===== config.mk =====
export PLATFORM = sky130hd
export DESIGN_NAME = fp_div_mant_seq_flat
export DESIGN_NICKNAME = d
export VERILOG_FILES = /design/src/rtl/fp_div_mant_seq_if.sv /design/src/rtl/fp_div_mant_seq.sv /design/src/flat_wrapper.sv
export SDC_FILE = /design/constraint.sdc
export NUM_CORES = 1
export LEC_CHECK = 0
export ABC_AREA = 1
export BUFFER_PORTS_ARGS = -buffer_cell sky130_fd_sc_hd__buf_4
export CORE_AREA = 8 8 170 92
export CTS_BUF_LIST = sky130_fd_sc_hd__clkbuf_8
export DETAILED_ROUTE_END_ITERATION = 10
export DIE_AREA = 0 0 178 100
export GPL_ROUTABILITY_DRIVEN = 0
export PLACE_DENSITY = 0.75
export SLEW_MARGIN = 20
export SYNTH_ARGS = -nofsm -noshare
export SYNTH_HDL_FRONTEND = slang
export SYNTH_SLANG_ARGS = --single-unit

===== constraint.sdc =====
create_clock -name aclk -period 2.7 [get_ports aclk]
set_clock_uncertainty 0.15 [all_clocks]
set_input_delay 0.135 -clock aclk [delete_from_list [all_inputs] [get_ports aclk]]
set_output_delay 0.135 -clock aclk [all_outputs]
set_load 0.05 [all_outputs]

===== src/rtl/fp_div_mant_seq_if.sv =====
`default_nettype none
// ============================================================================
// Module   : fp_div_mant_seq_if
// Brief    : Operand/result handshake bundle for the fpDiv mantissa divider.
// Revision : 1.0
// ============================================================================
interface fp_div_mant_seq_if #(
    parameter int MANT_W = 24,
    parameter int QUOT_W = 27,
    parameter int TAG_W  = 10
);
    logic              in_valid;
    logic              in_ready;
    logic [MANT_W-1:0] mant_a;
    logic [MANT_W-1:0] mant_b;
    logic [TAG_W-1:0]  in_tag;
    logic              out_valid;
    logic              out_ready;
    logic [QUOT_W-1:0] quot;
    logic              sticky;
    logic              dbz;
    logic [TAG_W-1:0]  out_tag;

    modport master (
        output in_valid, mant_a, mant_b, in_tag, out_ready,
        input  in_ready, out_valid, quot, sticky, dbz, out_tag
    );

    modport slave (
        input  in_valid, mant_a, mant_b, in_tag, out_ready,
        output in_ready, out_valid, quot, sticky, dbz, out_tag
    );
endinterface
`default_nettype wire


===== src/rtl/fp_div_mant_seq.sv =====
`default_nettype none
// ============================================================================
// Module   : fp_div_mant_seq
// Brief    : Radix-2 restoring significand divider, one quotient bit per clock.
// Revision : 1.0
// ============================================================================
module fp_div_mant_seq #(
    parameter int MANT_W = 24,
    parameter int QUOT_W = 27,
    parameter int TAG_W  = 10
) (
    input  wire logic          aclk,
    input  wire logic          aresetn,
    fp_div_mant_seq_if.slave   bus
);
    localparam int REM_W = MANT_W + 2;
    localparam int CNT_W = $clog2(QUOT_W);
    localparam logic [CNT_W-1:0] C_CNT_LAST = CNT_W'(QUOT_W - 1);

    typedef enum logic [1:0] {
        ST_IDLE = 2'd0,
        ST_DIV  = 2'd1,
        ST_DONE = 2'd2
    } state_t;

    state_t             state_q, state_d;
    logic [REM_W-1:0]   rem_q, rem_d;
    logic [MANT_W-1:0]  div_q, div_d;
    logic [QUOT_W-1:0]  quot_q, quot_d;
    logic [CNT_W-1:0]   cnt_q, cnt_d;
    logic               sticky_q, sticky_d;
    logic               dbz_q, dbz_d;
    logic [TAG_W-1:0]   tag_q, tag_d;

    logic [REM_W-1:0]   w_div_ext;
    logic               w_ge;
    logic [REM_W-1:0]   w_rem_new;

    // Restoring step: subtract only when the partial remainder covers the divisor.
    assign w_div_ext = {{(REM_W-MANT_W){1'b0}}, div_q};
    assign w_ge      = (rem_q >= w_div_ext);
    assign w_rem_new = w_ge ? (rem_q - w_div_ext) : rem_q;

    always_ff @(posedge aclk or negedge aresetn) begin
        if (!aresetn) begin
            state_q  <= ST_IDLE;
            rem_q    <= '0;
            div_q    <= '0;
            quot_q   <= '0;
            cnt_q    <= '0;
            sticky_q <= 1'b0;
            dbz_q    <= 1'b0;
            tag_q    <= '0;
        end else begin
            state_q  <= state_d;
            rem_q    <= rem_d;
            div_q    <= div_d;
            quot_q   <= quot_d;
            cnt_q    <= cnt_d;
            sticky_q <= sticky_d;
            dbz_q    <= dbz_d;
            tag_q    <= tag_d;
        end
    end

    always_comb begin
        state_d  = state_q;
        rem_d    = rem_q;
        div_d    = div_q;
        quot_d   = quot_q;
        cnt_d    = cnt_q;
        sticky_d = sticky_q;
        dbz_d    = dbz_q;
        tag_d    = tag_q;

        case (state_q)
            ST_IDLE: begin
                if (bus.in_valid) begin
                    div_d    = bus.mant_b;
                    tag_d    = bus.in_tag;
                    rem_d    = {{(REM_W-MANT_W){1'b0}}, bus.mant_a};
                    cnt_d    = C_CNT_LAST;
                    sticky_d = 1'b0;
                    if (bus.mant_b == '0) begin
                        quot_d  = '1;
                        dbz_d   = 1'b1;
                        state_d = ST_DONE;
                    end else begin
                        quot_d  = '0;
                        dbz_d   = 1'b0;
                        state_d = ST_DIV;
                    end
                end
            end
            ST_DIV: begin
                quot_d[cnt_q] = w_ge;
                if (cnt_q == '0) begin
                    rem_d    = w_rem_new;
                    sticky_d = (w_rem_new != '0);
                    state_d  = ST_DONE;
                end else begin
                    rem_d = {w_rem_new[REM_W-2:0], 1'b0};
                    cnt_d = cnt_q - 1'b1;
                end
            end
            ST_DONE: begin
                if (bus.out_ready) begin
                    state_d = ST_IDLE;
                end
            end
            default: begin
                state_d = ST_IDLE;
            end
        endcase
    end

    assign bus.in_ready  = (state_q == ST_IDLE);
    assign bus.out_valid = (state_q == ST_DONE);
    assign bus.quot      = quot_q;
    assign bus.sticky    = sticky_q;
    assign bus.dbz       = dbz_q;
    assign bus.out_tag   = tag_q;

endmodule
`default_nettype wire


===== src/flat_wrapper.sv =====
// flat-port wrapper written by rule: the top's interface ports become plain ports
module fp_div_mant_seq_flat 
#(
    parameter int MANT_W = 24,
    parameter int QUOT_W = 27,
    parameter int TAG_W  = 10
)
  (aclk, aresetn, bus_in_valid, bus_mant_a, bus_mant_b, bus_in_tag, bus_out_ready, bus_in_ready, bus_out_valid, bus_quot, bus_sticky, bus_dbz, bus_out_tag);
  fp_div_mant_seq_if #(.MANT_W(MANT_W), .QUOT_W(QUOT_W), .TAG_W(TAG_W)) bus_i ();
  input  wire logic aclk;
  input  wire logic aresetn;
  input wire logic [$bits(bus_i.in_valid)-1:0] bus_in_valid;
  input wire logic [$bits(bus_i.mant_a)-1:0] bus_mant_a;
  input wire logic [$bits(bus_i.mant_b)-1:0] bus_mant_b;
  input wire logic [$bits(bus_i.in_tag)-1:0] bus_in_tag;
  input wire logic [$bits(bus_i.out_ready)-1:0] bus_out_ready;
  output wire logic [$bits(bus_i.in_ready)-1:0] bus_in_ready;
  output wire logic [$bits(bus_i.out_valid)-1:0] bus_out_valid;
  output wire logic [$bits(bus_i.quot)-1:0] bus_quot;
  output wire logic [$bits(bus_i.sticky)-1:0] bus_sticky;
  output wire logic [$bits(bus_i.dbz)-1:0] bus_dbz;
  output wire logic [$bits(bus_i.out_tag)-1:0] bus_out_tag;
  assign bus_i.in_valid = bus_in_valid;
  assign bus_i.mant_a = bus_mant_a;
  assign bus_i.mant_b = bus_mant_b;
  assign bus_i.in_tag = bus_in_tag;
  assign bus_i.out_ready = bus_out_ready;
  assign bus_in_ready = bus_i.in_ready;
  assign bus_out_valid = bus_i.out_valid;
  assign bus_quot = bus_i.quot;
  assign bus_sticky = bus_i.sticky;
  assign bus_dbz = bus_i.dbz;
  assign bus_out_tag = bus_i.out_tag;
  fp_div_mant_seq #(.MANT_W(MANT_W), .QUOT_W(QUOT_W), .TAG_W(TAG_W)) u_core (.aclk(aclk), .aresetn(aresetn), .bus(bus_i));
endmodule

==> impl_summary.txt, run 1 <==
----------------------------------------------------
[Run status]
  Outcome ... finished, violations left
  Violations in the final reports ... negative setup slack

[Yosys]
  Average cell area after synthesis ... between 6 and 7 sq um
  Synth top area cells ... dfrtp_1, nand2_1, inv_1, nor2_1, o21ai_0
  Share of the synthesized area in the top cell type ... 34.7%
  Post-Synthesis Cells ... between 1000 and 1500
  Number of enable-type register cells in the synthesized netlist ... 0
  Total number of yosys warnings ... 0
  Sequential share of the synthesized area ... between 30% and 40%
  Post-synth cell types ... 43
  Mapped Nets ... between 1000 and 1500
  Flop and latch count out of synthesis ... between 90 and 100
  Netlist area before placement ... between 6000 and 7000 sq um
  Library cell occupying the most area in the post-synthesis netlist ... dfrtp_1
  Asr flop ratio synth ... 100%
  Main synth FF type ... dfrtp_1

[STA]
  Final critical path time including I/O delays and setup ... between 2 and 3 ns
  Max-slew violation count ... 0
  Final-layout setup total negative slack ... -1.82 ns
  Max Clock Freq ... about 0.34 GHz
  Final setup violation count ... 20
  Final count of hold timing violations ... 0
  Final setup slack of the worst path ... -0.222 ns
  Final period util ... 108%
  Actual transition at the worst max-transition pin ... approximately 1.1 ns
  RSZ-0062 raised after global routing ... true
  Normalized max-slew margin ... between 20% and 30%

[Placed design]
  Post-detailed-placement half-perimeter wirelength ... roughly 18000 um
  Total cell area at the placement stage ... around 8400 sq um
  Count of input and output buffers ... 102
  Pre-CTS setup slack ... -0.217 ns

[Final layout]
  Commonest non-fill, non-tap cell in the layout ... nand2_1
  Fraction of final layout cells with drive strength greater than 1 ... roughly 29%
  Final #Nets ... 1386
  Number of inserted diodes ... 0
  Commonest cells after routing, fill and taps aside ... nand2_1, buf_4, inv_1
  Final Cell Area ... between 10000 and 15000 sq um
  Area grow syn2layout ... 47.1%

[Detailed routing]
  Post-detailed-route count of antenna-violating nets ... 0
  Number of iterations in the first detailed-routing pass ... 5
  DRT Wirelength ... between 20000 and 30000 um
  Starting DRT DRC Count ... 901
  Vias per cell ... ~5.4
  Total via count after detailed routing ... 8043
  DRC violation count after routing ... 0
  Wire length per cell after detailed routing ... around 18 um

[Worst setup path]
  Max FO, Critical Path ... 6
  Type of the worst setup path ... register to register
  Worst endpoint data arrival time ... between 3 and 4 ns
  Required time of the critical path ... between 2 and 3 ns
  Setup slack on the worst flop-to-flop path ... -0.22 ns
  Capturing element type of the critical path ... register
  Startpoint types ... register

[Floorplan]
  Vert. Die Dim ... 100 um
  Floorplan die width ... roughly 180 um
  Die Area ... ~18000 sq um
  Starting utilization of the core area ... between 50% and 60%
  Standard-cell rows ... 30
  Core Region ... about 13000 sq um
  Boundary pin count ... between 100 and 150

[CTS]
  TritonCTS clock tree ... built
  H-tree levels ... 3
  CTS sink cnt ... 96
  Clock tree buffer depth ... 2
  CTS Root Cell ... clkbuf_8
  Clock network latency to the later pin of the worst-skew pair ... about 0.4 ns
  Clock slew at the register clock pins of the worst setup and hold paths ... between 0.1 and 0.15 ns
  Total CTS buffers ... 9

[GRT]
  Total track usage ... a little over a quarter
  Global-route congestion overflow total ... 0
  Vias in the first global route ... ~7300
  Number of antenna violations at the first check in global routing ... 0
  Pin count of the biggest net entering global routing ... 62
  Wire length of the first global-routing pass ... roughly 38000 um

[Min path]
  Worst min-delay path category ... input port to register

[Run]
  Maximum capacitance violations ... 0

----------------------------------------------------
## stage by stage
step | util, % | cells | hold slack [ns]
CTS | 71.4 | 1454 | 0.00114
global placement | 64.0 | 1370 | -0.0214
detailed placement | 64.0 | 1370 | -0.0213
global route | 77.2 | 1476 | 0.0184
floorplan | - | 1034 | -0.311
finish | 77.2 | 1476 | 0.00780
## cell usage after synthesis (8+ instances only)
| library cell | number |
|---|---|
| ha_1 | 28 |
| nand2_2 | 8 |
| a21oi_1 | 64 |
| nand3_1 | 44 |
| nand4_1 | 13 |
| xor2_1 | 9 |
| nor2_1 | 104 |
| inv_1 | 174 |
| o221ai_1 | 21 |
| clkbuf_1 | 19 |
| nand2_1 | 312 |
| dfrtp_1 | 96 |
| o21ai_0 | 75 |
## final timing paths
check / from / end / cells past startpoint
max: u_core.rem_q[11] / u_core.rem_q[12] / 16
min: bus_mant_a[15] / u_core.rem_q[15] / 5
max reg2reg: u_core.rem_q[11] / u_core.rem_q[12] / 16
min reg2reg: u_core.bus.quot[25] / u_core.bus.quot[25] / 2
max in group asynchronous: aresetn / u_core.rem_q[17] / 3
min in group asynchronous: aresetn / u_core.div_q[14] / 2
## repair_timing
action | 4_1_cts | 5_1_grt
setup buffers | 10 | 21
gates cloned | 0 | 2
endpoints found under the hold margin | 93 | 0
endpoints found under the setup margin | 5 | 36
hold buffers | 58 | 0
resized for setup | 21 | 134
pin swaps | 12 | 35
## state kept, by name (all words and copies together) (netlist names)
register	flops
u_core.rem_q	26
u_core.bus.quot	27
u_core.state_q	2
u_core.bus.dbz	1
u_core.div_q	24
u_core.cnt_q	5
u_core.bus.out_tag	10
u_core.bus.sticky	1
## cell families after synthesis
logic type	count (synthesis)	synth area share [%]
xor+xnor	14	1.77
buf+inv	207	11.7
fa+ha+maj	29	5.36
flops	96	34.7
simple gates	503	30.7
compound gates	185	15.7
## metal layers
metal | GRT usage, % | wire length, um
met2 | 34.6 | 10600
met5 | 0 | 0
met4 | 4.78 | 253
met3 | 11.0 | 3560
met1 | 40.3 | 11700
## cell type report
cell class / count / area (sq um)
well taps: 176 / 220
inverters: 179 / 676
repair buffers: 277 / 2330
clock inverters: 7 / 97.6
flip-flops and latches: 96 / 2400
multi-input cells: 732 / 4320
clock buffers: 9 / 124
fillers: 905 / 3000
## critical path: stages (launching register included)
cell and delay (ns):
dfrtp_1 0.45, ha_4 0.30, nand2_2 0.06, buf_6 0.11, nor2_4 0.15, inv_2 0.06, nor3_4 0.21, nand3b_4 0.18
nand2_8 0.16, clkinvlp_4 0.21, buf_6 0.18, nand2_2 0.05, nand2_2 0.06, buf_6 0.12, o221ai_2 0.16, o21ai_1 0.13
inv_1 0.11
Power of run 1 is left out: the tool's default activity adds up to more than one toggle a clock period on the data nets, which glitch-free logic cannot reach.
==> run 2, diff against run 1 <==
--- a/config.mk
+++ b/config.mk
@@ -7,12 +7,12 @@
 export LEC_CHECK = 0
 export ABC_AREA = 1
 export BUFFER_PORTS_ARGS = -buffer_cell sky130_fd_sc_hd__buf_4
-export CORE_AREA = 8 8 170 92
+export CORE_AREA = 8 8 221 117
 export CTS_BUF_LIST = sky130_fd_sc_hd__clkbuf_8
 export DETAILED_ROUTE_END_ITERATION = 10
-export DIE_AREA = 0 0 178 100
+export DIE_AREA = 0 0 229 125
 export GPL_ROUTABILITY_DRIVEN = 0
-export PLACE_DENSITY = 0.75
+export PLACE_DENSITY = 0.47
 export SLEW_MARGIN = 20
 export SYNTH_ARGS = -nofsm -noshare
 export SYNTH_HDL_FRONTEND = slang
==> constraint.sdc (replaced) <==
create_clock -name aclk -period 2.7 [get_ports aclk]
set_clock_uncertainty 0.15 [all_clocks]
set_input_delay 0.27 -clock aclk [delete_from_list [all_inputs] [get_ports aclk]]
set_output_delay 0.27 -clock aclk [all_outputs]
set_load 0.05 [all_outputs]
==> run 2 against run 1 <==
  * Global-route usage down 8.3 points
  * Non-clock buffer count is 1 higher
  * Register-to-register slack improved by 0.18 ns
  * Hold slack gained 0.022 ns
  * Largest cell class unchanged
  * Critical path depth shrank 1
  * Final area fell by 0.44%
  * Final cell count rose by 9.4%
  * Sequential share of layout area grew 0.10 points
  * The run still ends with negative setup slack left
  * Flip-flop and latch count did not move
==> impl_summary.txt, run 2 (synthesis results as in run 1) <==
----------------------------------------------------
[Final layout]
  Final Cell Area ... 10100 sq um (was 10200 sq um)
  Fraction of final layout cells with drive strength greater than 1 ... 29.5% (was 29.4%)
  Commonest cells after routing, fill and taps aside ... nand2_1, buf_4, inv_1 (unchanged)
  Filler instances ... 2472 (was 905)
  Area grow syn2layout ... 46.5% (was 47.1%)
  Commonest non-fill, non-tap cell in the layout ... nand2_1 (unchanged)
  Area of the multi-input gates ... 4150 sq um (was 4320 sq um)
  Max reg flops ... 27 (unchanged)
  Number of inserted diodes ... 0 (unchanged)
  Footprint of the flip-flops and latches ... 2400 sq um (unchanged)
  Final #Nets ... 1386 (unchanged)

[Worst setup path]
  Capturing element type of the critical path ... register (unchanged)
  Required time of the critical path ... 2.89 ns (about the same)
  Longest individual stage delay on the worst path ... 0.43 ns (was 0.45 ns)
  Max FO, Critical Path ... 7 (was 6)
  Setup slack on the worst flop-to-flop path ... -0.04 ns (was -0.22 ns)
  Buffers & Inverters on Critical Path ... 4 (was 6)
  Capturing point of the worst reg2reg path ... u_core.rem_q[17] (was u_core.rem_q[12])
  Startpoint types ... register (unchanged)
  Chain of cells forming the critical path ... ha_4 > nand2_4 > buf_6 > nor2_4 > inv_2 > nor3_4 > nand3b_4 > nand2_8 > clkinvlp_4 > nand2_2 > nand2_2 > buf_6 > o221ai_2 > nand2_1 > o21ai_1 (was ha_4 > nand2_2 > buf_6 > nor2_4 > inv_2 > nor3_4 > nand3b_4 > nand2_8 > clkinvlp_4 > buf_6 > nand2_2 > nand2_2 > buf_6 > o221ai_2 > o21ai_1 > inv_1)
  Worst endpoint data arrival time ... 2.94 ns (was 3.11 ns)
  Crit-path leading delay family ... simple AND/OR/NAND/NOR gates (unchanged)
  Cell depth of the worst flop-to-flop path ... 15 (was 16)
  Master of the slowest instance on the critical path ... dfrtp_1 (unchanged)
  Startpoint of the worst-slack reg-to-reg timing path ... u_core.rem_q[11] (unchanged)
  Type of the worst setup path ... register to register (unchanged)

[Placed design]
  Pre-CTS setup slack ... -0.123 ns (was -0.217 ns)
  Post-detailed-placement half-perimeter wirelength ... 20900 um (was 17800 um)
  Count of input and output buffers ... 102 (unchanged)
  Total cell area at the placement stage ... 8970 sq um (was 8430 sq um)

[CTS]
  Total CTS buffers ... 9 (unchanged)
  Clock tree buffer depth ... 2 (unchanged)
  Clock slew at the register clock pins of the worst setup and hold paths ... 0.12 ns (about the same)
  H-tree levels ... 3 (unchanged)
  TritonCTS clock tree ... built (unchanged)
  Clock network latency to the later pin of the worst-skew pair ... 0.42 ns (was 0.40 ns)
  CTS sink cnt ... 96 (unchanged)
  CTS Root Cell ... clkbuf_8 (unchanged)

[Run]
  Maximum capacitance violations ... 0 (unchanged)

[Detailed routing]
  Total via count after detailed routing ... 7385 (was 8043)
  Number of iterations in the first detailed-routing pass ... 5 (unchanged)
  Vias per cell ... 4.57 (was 5.45)
  Post-detailed-route count of antenna-violating nets ... 0 (unchanged)
  Starting DRT DRC Count ... 638 (was 901)
  DRT Wirelength ... 27000 um (was 26200 um)
  Wire length per cell after detailed routing ... 16.7 um (was 17.7 um)
  DRC violation count after routing ... 0 (unchanged)

[STA]
  Normalized max-slew margin ... 24.2% (was 24.5%)
  Final period util ... 102% (was 108%)
  Final setup slack of the worst path ... -0.0434 ns (was -0.222 ns)
  Worst hold slack after final layout ... 0.0299 ns (was 0.00780 ns)
  Max-slew violation count ... 0 (unchanged)
  Final count of hold timing violations ... 0 (unchanged)
  Final critical path time including I/O delays and setup ... 2.74 ns (was 2.92 ns)
  Final setup violation count ... 8 (was 20)
  RSZ-0062 raised after global routing ... true (unchanged)
  Actual transition at the worst max-transition pin ... 1.14 ns (was 1.13 ns)
  Max Clock Freq ... 0.365 GHz (was 0.342 GHz)

[Floorplan]
  Die Area ... 28600 sq um (was 17800 sq um)
  Core Region ... 23100 sq um (was 13200 sq um)
  Boundary pin count ... 103 (unchanged)
  Floorplan die width ... 229 um (was 178 um)
  Standard-cell rows ... 40 (was 30)
  Vert. Die Dim ... 125 um (was 100 um)
  Starting utilization of the core area ... 29.9% (was 52.5%)

[GRT]
  Pin count of the biggest net entering global routing ... 65 (was 62)
  Vias in the first global route ... 6839 (was 7287)
  Total track usage ... 18.5% (was 26.8%)
  Met3 routing resource usage after global routing ... 5.71% (was 11.0%)
  Number of antenna violations at the first check in global routing ... 1 (was 0)
  Global routing's busiest layer ... met1 (unchanged)
  Wire length of the first global-routing pass ... 41400 um (was 38100 um)
  Met1 Track Usage GR ... 32.0% (was 40.3%)
  Global-route congestion overflow total ... 0 (unchanged)
  Met2 global-route usage ... 20.5% (was 34.6%)

[Min path]
  Worst min-delay path category ... input port to register (unchanged)
  End of the worst hold path ... u_core.rem_q[21] (was u_core.rem_q[15])
  Hold Path Depth ... 5 (unchanged)
  Worst Min Path Start ... bus_mant_a[21] (was bus_mant_a[15])

[Run status]
  Outcome ... finished, violations left (unchanged)
  Violations in the final reports ... negative setup slack (unchanged)

----------------------------------------------------
==> run 2: changes by cell type in the layout (fill, tap and decap cells not counted), sizes merged <==
cell / previous run / this run
dlygate4sd3: 58 / 38
clkinvlp: 1 / 2
clkinv: 2 / 1
nand2: 323 / 322
buf: 218 / 239
bufinv: 1 / 0
inv: 182 / 183
==> run 2: worst register-to-register path, stage by stage, from the launching register on <==
cell and delay (ns):
dfrtp_1 0.43, ha_4 0.30, nand2_4 0.05, buf_6 0.11
nor2_4 0.13, inv_2 0.06, nor3_4 0.25, nand3b_4 0.16
nand2_8 0.15, clkinvlp_4 0.24, nand2_2 0.15, nand2_2 0.07
buf_6 0.11, o221ai_2 0.15, nand2_1 0.07, o21ai_1 0.10
==> run 2: metal layers <==
metal | vias up | share of wire, %
met5 | - | 0
met1 | 3326 | 58
met4 | 0 | 0.56
li1 | 3812 | -
met3 | 13 | 7.9
met2 | 234 | 33
==> run 2: worst max-delay path by stage <==
stage | from | end | slack, ns | cells past startpoint
6_report | u_core.rem_q[11] | u_core.rem_q[17] | -0.04 | 15
5_1_grt | u_core.rem_q[10] | u_core.rem_q[11] | -0.19 | 15
3_5_place_dp | u_core.rem_q[21] | u_core.bus.sticky | -0.12 | 17
3_3_place_gp | u_core.div_q[19] | u_core.bus.sticky | -0.11 | 20
2_1_floorplan | u_core.state_q[1] | u_core.bus.quot[15] | 0.09 | 8
4_1_cts | u_core.div_q[23] | u_core.bus.sticky | 0.005 | 18
==> run 2: what timing repair did <==
item,CTS,global route
resized for setup,27,102
endpoints found under the hold margin,69,0
endpoints found under the setup margin,9,52
cloned,0,1
pin swaps,3,27
setup buffers,1,7
hold buffers,38,0
==> run 2: area by class of cell <==
type | count | area share, %
clock buffer | 9 | 1.22
clock inverter | 7 | 0.593
sequential | 96 | 23.7
inverter | 179 | 6.67
multi-input combinational | 731 | 41.0
timing repair buffer | 278 | 22.9
tap | 315 | 3.89
==> run 2: per-stage QoR <==
| stage | utilization [%] | setup TNS [ns] | std cells |
|---|---|---|---|
| finish | 43.8 | -0.195 | 1615 |
| global route | 43.8 | -2.57 | 1615 |
| CTS | 41.9 | 0 | 1607 |
| detailed placement | 38.8 | -0.148 | 1552 |
| global placement | 38.8 | -0.139 | 1552 |
| floorplan | - | 0 | 1034 |
Power of run 2 is left out for the same reason.
